==> config.mk <==
export PLATFORM = sky130hd
export DESIGN_NAME = stack_ctl
export DESIGN_NICKNAME = d
export VERILOG_FILES = /design/src/rtl/stack_ctl_pkg.sv /design/src/rtl/stack_ctl_lifo.sv /design/src/rtl/stack_ctl.sv
export SDC_FILE = /design/constraint.sdc
export NUM_CORES = 1
export LEC_CHECK = 0
export CAP_MARGIN = 0
export CORE_ASPECT_RATIO = 0.7
export CORE_MARGIN = 1.5
export CORE_UTILIZATION = 30
export CTS_BUF_LIST = sky130_fd_sc_hd__clkbuf_4
export DETAILED_ROUTE_END_ITERATION = 16
export HOLD_SLACK_MARGIN = 0.08
export PLACE_DENSITY = 0.51
export SLEW_MARGIN = 10
export SYNTH_ARGS = -nofsm -noshare
export SYNTH_HDL_FRONTEND = slang
export SYNTH_SLANG_ARGS = --single-unit
==> constraint.sdc <==
create_clock -name i_clk -period 18.4 [get_ports i_clk]
set_clock_uncertainty 0.1 [all_clocks]
set_input_delay 5.52 -clock i_clk [delete_from_list [all_inputs] [get_ports i_clk]]
set_output_delay 5.52 -clock i_clk [all_outputs]
set_load 0.03 [all_outputs]
==> src/rtl/stack_ctl_pkg.sv <==
// Shared definitions for the stack controller: opcodes and FSM state encodings.
package stack_ctl_pkg;

  localparam logic [2:0] OP_NOP  = 3'd0;
  localparam logic [2:0] OP_PUSH = 3'd1;
  localparam logic [2:0] OP_DROP = 3'd2;
  localparam logic [2:0] OP_DUP  = 3'd3;
  localparam logic [2:0] OP_OVER = 3'd4;
  localparam logic [2:0] OP_SWAP = 3'd5;
  localparam logic [2:0] OP_REPL = 3'd6;
  localparam logic [2:0] OP_CLR  = 3'd7;

  typedef enum logic [1:0] {
    ST_IDLE    = 2'd0,
    ST_SW_REPL = 2'd1,
    ST_SW_PUSH = 2'd2
  } state_t;

endpackage

==> src/rtl/stack_ctl_lifo.sv <==
// Operand stack storage: a shift-register LIFO with the top element in slot 0.
// Push and pop together overwrite the top in place. Contents are never reset.
module lifo
  import stack_ctl_pkg::*;
#(
  parameter int WIDTH = 8,
  parameter int DEPTH = 12
) (
  input  logic             i_clk,
  input  logic             i_push,
  input  logic             i_pop,
  input  logic [WIDTH-1:0] i_data,
  output logic [WIDTH-1:0] o_s0,
  output logic [WIDTH-1:0] o_s1
);

  logic [WIDTH-1:0] r_mem [DEPTH];

  // Shift the whole stack down on push, up on pop, or rewrite the top on replace.
  always_ff @(posedge i_clk) begin
    if (i_push && i_pop) begin
      r_mem[0] <= i_data;
    end else if (i_push) begin
      r_mem[0] <= i_data;
      for (int i = 1; i < DEPTH; i++) begin
        r_mem[i] <= r_mem[i-1];
      end
    end else if (i_pop) begin
      for (int i = 0; i < DEPTH - 1; i++) begin
        r_mem[i] <= r_mem[i+1];
      end
    end
  end

  assign o_s0 = r_mem[0];
  assign o_s1 = r_mem[1];

endmodule

==> src/rtl/stack_ctl.sv <==
// Stack-machine operation sequencer: turns one accepted opcode into lifo
// push/pop cycles, tracks depth, and flags operations that would over/underflow.
// SWAP runs as pop, replace, push using two temp registers.
module stack_ctl
  import stack_ctl_pkg::*;
#(
  parameter  int WIDTH = 8,
  parameter  int DEPTH = 12,
  localparam int DW    = $clog2(DEPTH + 1)
) (
  input  logic             i_clk,
  input  logic             i_rst,
  input  logic             i_valid,
  output logic             o_ready,
  input  logic [2:0]       i_op,
  input  logic [WIDTH-1:0] i_data,
  output logic [WIDTH-1:0] o_s0,
  output logic [WIDTH-1:0] o_s1,
  output logic [DW-1:0]    o_depth,
  output logic             o_empty,
  output logic             o_full,
  output logic             o_err,
  output logic             o_ovf,
  output logic             o_unf
);

  localparam logic [DW-1:0] L_ONE  = DW'(1);
  localparam logic [DW-1:0] L_TWO  = DW'(2);
  localparam logic [DW-1:0] L_FULL = DW'(DEPTH);

  state_t           r_state;
  state_t           w_nextState;
  logic [DW-1:0]    r_depth;
  logic [DW-1:0]    w_depthNext;
  logic [WIDTH-1:0] r_t0;
  logic [WIDTH-1:0] r_t1;
  logic             r_err;
  logic             r_ovf;
  logic             r_unf;
  logic             w_push;
  logic             w_pop;
  logic [WIDTH-1:0] w_lifoData;
  logic             w_illegal;
  logic             w_setOvf;
  logic             w_setUnf;
  logic             w_clear;
  logic             w_latchTmp;
  logic [WIDTH-1:0] w_s0;
  logic [WIDTH-1:0] w_s1;

  lifo #(
    .WIDTH (WIDTH),
    .DEPTH (DEPTH)
  ) u_lifo (
    .i_clk  (i_clk),
    .i_push (w_push),
    .i_pop  (w_pop),
    .i_data (w_lifoData),
    .o_s0   (w_s0),
    .o_s1   (w_s1)
  );

  // Decode the accepted request (or the current SWAP step) into lifo controls, depth and flag updates.
  always_comb begin
    w_nextState = r_state;
    w_depthNext = r_depth;
    w_push      = 1'b0;
    w_pop       = 1'b0;
    w_lifoData  = i_data;
    w_illegal   = 1'b0;
    w_setOvf    = 1'b0;
    w_setUnf    = 1'b0;
    w_clear     = 1'b0;
    w_latchTmp  = 1'b0;
    case (r_state)
      ST_IDLE: begin
        if (i_valid) begin
          case (i_op)
            OP_PUSH: begin
              if (r_depth < L_FULL) begin
                w_push      = 1'b1;
                w_depthNext = r_depth + L_ONE;
              end else begin
                w_illegal = 1'b1;
                w_setOvf  = 1'b1;
              end
            end
            OP_DUP: begin
              if (r_depth == '0) begin
                w_illegal = 1'b1;
                w_setUnf  = 1'b1;
              end else if (r_depth == L_FULL) begin
                w_illegal = 1'b1;
                w_setOvf  = 1'b1;
              end else begin
                w_push      = 1'b1;
                w_lifoData  = w_s0;
                w_depthNext = r_depth + L_ONE;
              end
            end
            OP_OVER: begin
              if (r_depth < L_TWO) begin
                w_illegal = 1'b1;
                w_setUnf  = 1'b1;
              end else if (r_depth == L_FULL) begin
                w_illegal = 1'b1;
                w_setOvf  = 1'b1;
              end else begin
                w_push      = 1'b1;
                w_lifoData  = w_s1;
                w_depthNext = r_depth + L_ONE;
              end
            end
            OP_DROP: begin
              if (r_depth == '0) begin
                w_illegal = 1'b1;
                w_setUnf  = 1'b1;
              end else begin
                w_pop       = 1'b1;
                w_depthNext = r_depth - L_ONE;
              end
            end
            OP_REPL: begin
              if (r_depth == '0) begin
                w_illegal = 1'b1;
                w_setUnf  = 1'b1;
              end else begin
                w_push = 1'b1;
                w_pop  = 1'b1;
              end
            end
            OP_SWAP: begin
              if (r_depth < L_TWO) begin
                w_illegal = 1'b1;
                w_setUnf  = 1'b1;
              end else begin
                w_latchTmp  = 1'b1;
                w_pop       = 1'b1;
                w_nextState = ST_SW_REPL;
              end
            end
            OP_CLR: begin
              w_clear     = 1'b1;
              w_depthNext = '0;
            end
            default: begin
            end
          endcase
        end
      end
      ST_SW_REPL: begin
        w_push      = 1'b1;
        w_pop       = 1'b1;
        w_lifoData  = r_t0;
        w_nextState = ST_SW_PUSH;
      end
      ST_SW_PUSH: begin
        w_push      = 1'b1;
        w_lifoData  = r_t1;
        w_nextState = ST_IDLE;
      end
      default: begin
        w_nextState = ST_IDLE;
      end
    endcase
  end

  // State, depth and error flags; reset aborts any SWAP in flight.
  always_ff @(posedge i_clk) begin
    if (i_rst) begin
      r_state <= ST_IDLE;
      r_depth <= '0;
      r_err   <= 1'b0;
      r_ovf   <= 1'b0;
      r_unf   <= 1'b0;
    end else begin
      r_state <= w_nextState;
      r_depth <= w_depthNext;
      r_err   <= w_illegal;
      r_ovf   <= w_clear ? 1'b0 : (r_ovf | w_setOvf);
      r_unf   <= w_clear ? 1'b0 : (r_unf | w_setUnf);
    end
  end

  // Capture the top two elements when a SWAP starts; they are replayed in the later steps.
  always_ff @(posedge i_clk) begin
    if (w_latchTmp) begin
      r_t0 <= w_s0;
      r_t1 <= w_s1;
    end
  end

  assign o_ready = (r_state == ST_IDLE);
  assign o_s0    = w_s0;
  assign o_s1    = w_s1;
  assign o_depth = r_depth;
  assign o_empty = (r_depth == '0);
  assign o_full  = (r_depth == L_FULL);
  assign o_err   = r_err;
  assign o_ovf   = r_ovf;
  assign o_unf   = r_unf;

endmodule

==> results.sh <==
export IMPL_detail_route_antenna_nets=0
export IMPL_gp_congestion=0.773
export IMPL_max_slew_margin_rel=0.311
export IMPL_cp_max_fo=77
export IMPL_maxCapViolations=0
export IMPL_mostFrequentLayoutCells="edfxtp_1, mux2_2, clkdlybuf4s50_1"
export IMPL_ys_warn_count=0
export IMPL_finalSetupViolCount=0
export IMPL_num_rows=41
export IMPL_end_kind="register"
export IMPL_slew_viol_final=0
export IMPL_min_path_type="reg -> reg"
export IMPL_powerDensity_nw_per_um2=90.7
export IMPL_wire_per_inst_microns=16.6
export IMPL_final_nets=432
export IMPL_fp_dieH_microns=117
export IMPL_grt_pass1_vias=3195
export IMPL_synth_adder_area_share=0.0238
export IMPL_multi_input_area_sq_um=1900
export IMPL_cts_root_buf="clkbuf_4"
export IMPL_synth_fp_nets=392
export IMPL_clockBufferDepth=2
export IMPL_synth_seq_cells=121
export IMPL_track_usage=0.118
export IMPL_n_antenna_cell=0
export IMPL_initial_core_util=0.307
export IMPL_placed_area_sq_um=6180
export IMPL_reg2reg_to="u_lifo.r_mem[0][2]$_DFFE_PP_"
export IMPL_post_cts_buffers=0
export IMPL_final_period_utilization=0.481
export IMPL_ys_seq_area_frac=0.637
export IMPL_crit_end="u_lifo.r_mem[0][2]$_DFFE_PP_"
export IMPL_cts_resized=0
export IMPL_dieArea_sq_um=19400
export IMPL_dp_hpwl_mm=7.11
export IMPL_synth_compound_area_share=0.0616
export IMPL_r2r_start="r_state[1]$_SDFFE_PP0P_"
export IMPL_fillers=1732
export IMPL_leakage_nw=2.12
export IMPL_synth_area_sq_um=5560
export IMPL_status="finished, final reports clean"
export IMPL_synth_flop_cell="edfxtp_1"
export IMPL_r2r_cells=9
export IMPL_numCtsBuffers=17
export IMPL_stdcell_area_sq_um=6460
export IMPL_postSynthAreaPerCell_sq_um=15.1
export IMPL_async_flop_share=0
export IMPL_critPathKind="in -> reg"
export IMPL_synth_xor_area_frac=0.00315
export IMPL_antenna_found_initial=0
export IMPL_grt_max_degree=81
export IMPL_crit_path_start="i_op[0]"
export IMPL_area_growth_pct=16.0
export IMPL_final_common_cell="edfxtp_1"
export IMPL_muxShareOfSynthArea=0.180
export IMPL_first_pass_iters=4
export IMPL_fin_setup_tns_ns=0
export IMPL_vias_per_cell=4.83
export IMPL_drive_gt1_frac=0.325
export IMPL_synth_cell_types=48
export IMPL_synthSimpleGateAreaFrac=0.0690
export IMPL_clock_sinks=121
export IMPL_drc=0
export IMPL_fmax_mhz=113
export IMPL_hold_violations=0
export IMPL_vias=3175
export IMPL_worstMarginPinSlew_ns=1.03
export IMPL_htreeDepth=4
export IMPL_clk_insertion_delay_late_ns=0.51
export IMPL_crit_required_ns=18.44
export IMPL_regToRegSetupSlack_ns=14.13
export IMPL_rsz0062_at_grt="no"
export IMPL_synth_top_family_by_area="multiplexers"
export IMPL_grt_overflow=0
export IMPL_power_mw=0.586
export IMPL_numPortBuffers=39
export IMPL_worstPathArrival_ns=8.88
export IMPL_startpoint_type="input pin"
export IMPL_clk_pin_slew_worst_paths_ns=0.12
export IMPL_core_sq_um=18100
export IMPL_seqCellArea_sq_um=3540
export IMPL_wirelength_mm=10.9
export IMPL_min_period_ns=8.84
export IMPL_grt_first_pass_wirelength_mm=17.6
export IMPL_cts_tree="done"
export IMPL_synthCells=368
export IMPL_synth_edf_count=112
export IMPL_first_iter_violations=195
export IMPL_holdBufCountCts=0
export IMPL_ir_drop_mv=0.0377
export IMPL_ios=40
export IMPL_fp_dieW_microns=166
Yosys cell counts (2+ instances only):
master    count  area share
clkbuf_1      6      0.0040
edfxtp_1    112        0.60
a221oi_2      2      0.0054
nor2_1       15       0.010
buf_1         3      0.0020
a21oi_1       9      0.0081
nand2b_1      3      0.0034
buf_2         9      0.0081
a221oi_1      7       0.011
o22ai_1       7      0.0079
xor2_1        2      0.0031
nor4_1        2      0.0022
nor3b_1       2      0.0027
o21ai_0       3      0.0027
nand2_1      25       0.017
inv_1        11      0.0074
buf_6         2      0.0040
a31o_2        3      0.0047
dfxtp_1       9       0.032
nor3_1        8      0.0072
a21o_1        2      0.0027
or3_1         3      0.0034
o31ai_1       2      0.0027
nor4b_1       2      0.0031
ha_1          9       0.020
mux2_2       88        0.18
stage by stage:
| stage | util | cells | hold slack, ns | setup WS (ns) |
|---|---|---|---|---|
| global route | 0.357 | 657 | 0.382 | 9.21 |
| CTS | 0.357 | 657 | 0.356 | 9.55 |
| global placement | 0.341 | 625 | 0.333 | 9.09 |
| detailed placement | 0.341 | 625 | 0.334 | 9.00 |
| floorplan | - | 368 | 0.320 | 8.34 |
| finish | 0.357 | 657 | 0.357 | 9.56 |
cells by family after synthesis:
logic type      after synthesis
mux                          89
simple gates                 70
flops                       121
fa+ha+maj                    10
compound gates               45
buf+inv                      31
xor+xnor                      2
registers in the layout, summed over array words and instances, names as in the netlist:
name / count
o_ovf: 1
o_err: 1
r_state: 2
r_t1: 8
r_t0: 8
u_lifo.r_mem: 96
o_unf: 1
o_depth: 4
final cells by class:
cell class / instances / share of cell area
sequential: 121 / 0.549
multi-input combinational: 216 / 0.294
timing repair buffer: 41 / 0.0628
tap: 236 / 0.0457
clock inverter: 14 / 0.0215
clock buffer: 18 / 0.0209
inverter: 11 / 0.00640
metal layers:
layer  vias up  GRT usage  wire, microns
met4         0     0.0396             54
met1      1594      0.172           5600
li1       1507          -              -
met2        70      0.172           4850
met3         4     0.0316            439
met5         -          0              0
how the worst min path moves through the flow:
stage	to	slack, ns	cells after the start	startpoint
2_1_floorplan	u_lifo.r_mem[5][10]$_DFFE_PP_	0.32	0	u_lifo.r_mem[5][2]$_DFFE_PP_
3_3_place_gp	u_lifo.r_mem[5][14]$_DFFE_PP_	0.33	0	u_lifo.r_mem[5][6]$_DFFE_PP_
3_5_place_dp	u_lifo.r_mem[5][13]$_DFFE_PP_	0.33	0	u_lifo.r_mem[5][5]$_DFFE_PP_
4_1_cts	u_lifo.r_mem[5][15]$_DFFE_PP_	0.36	0	u_lifo.r_mem[5][7]$_DFFE_PP_
5_1_grt	u_lifo.r_mem[5][14]$_DFFE_PP_	0.38	0	u_lifo.r_mem[5][6]$_DFFE_PP_
6_report	u_lifo.r_mem[5][15]$_DFFE_PP_	0.36	0	u_lifo.r_mem[5][7]$_DFFE_PP_
worst max-delay path, stage by stage:
cell	delay [ns]
clkdlybuf4s50_1	0.83
nand2_1	0.19
nor4_2	0.16
buf_4	0.30
or3_1	0.22
ha_4	0.80
nor3_1	0.16
a21oi_1	0.68
power breakdown:
| group | switching [mW] | internal (mW) | leakage (nW) |
|---|---|---|---|
| logic | 0.0357 | 0.0303 | 0.876 |
| clock network | 0.112 | 0.0724 | 0.143 |
| registers | 0.0114 | 0.324 | 1.10 |
| total | 0.159 | 0.427 | 2.12 |
Note: power is estimated with default switching activity, not from simulation.
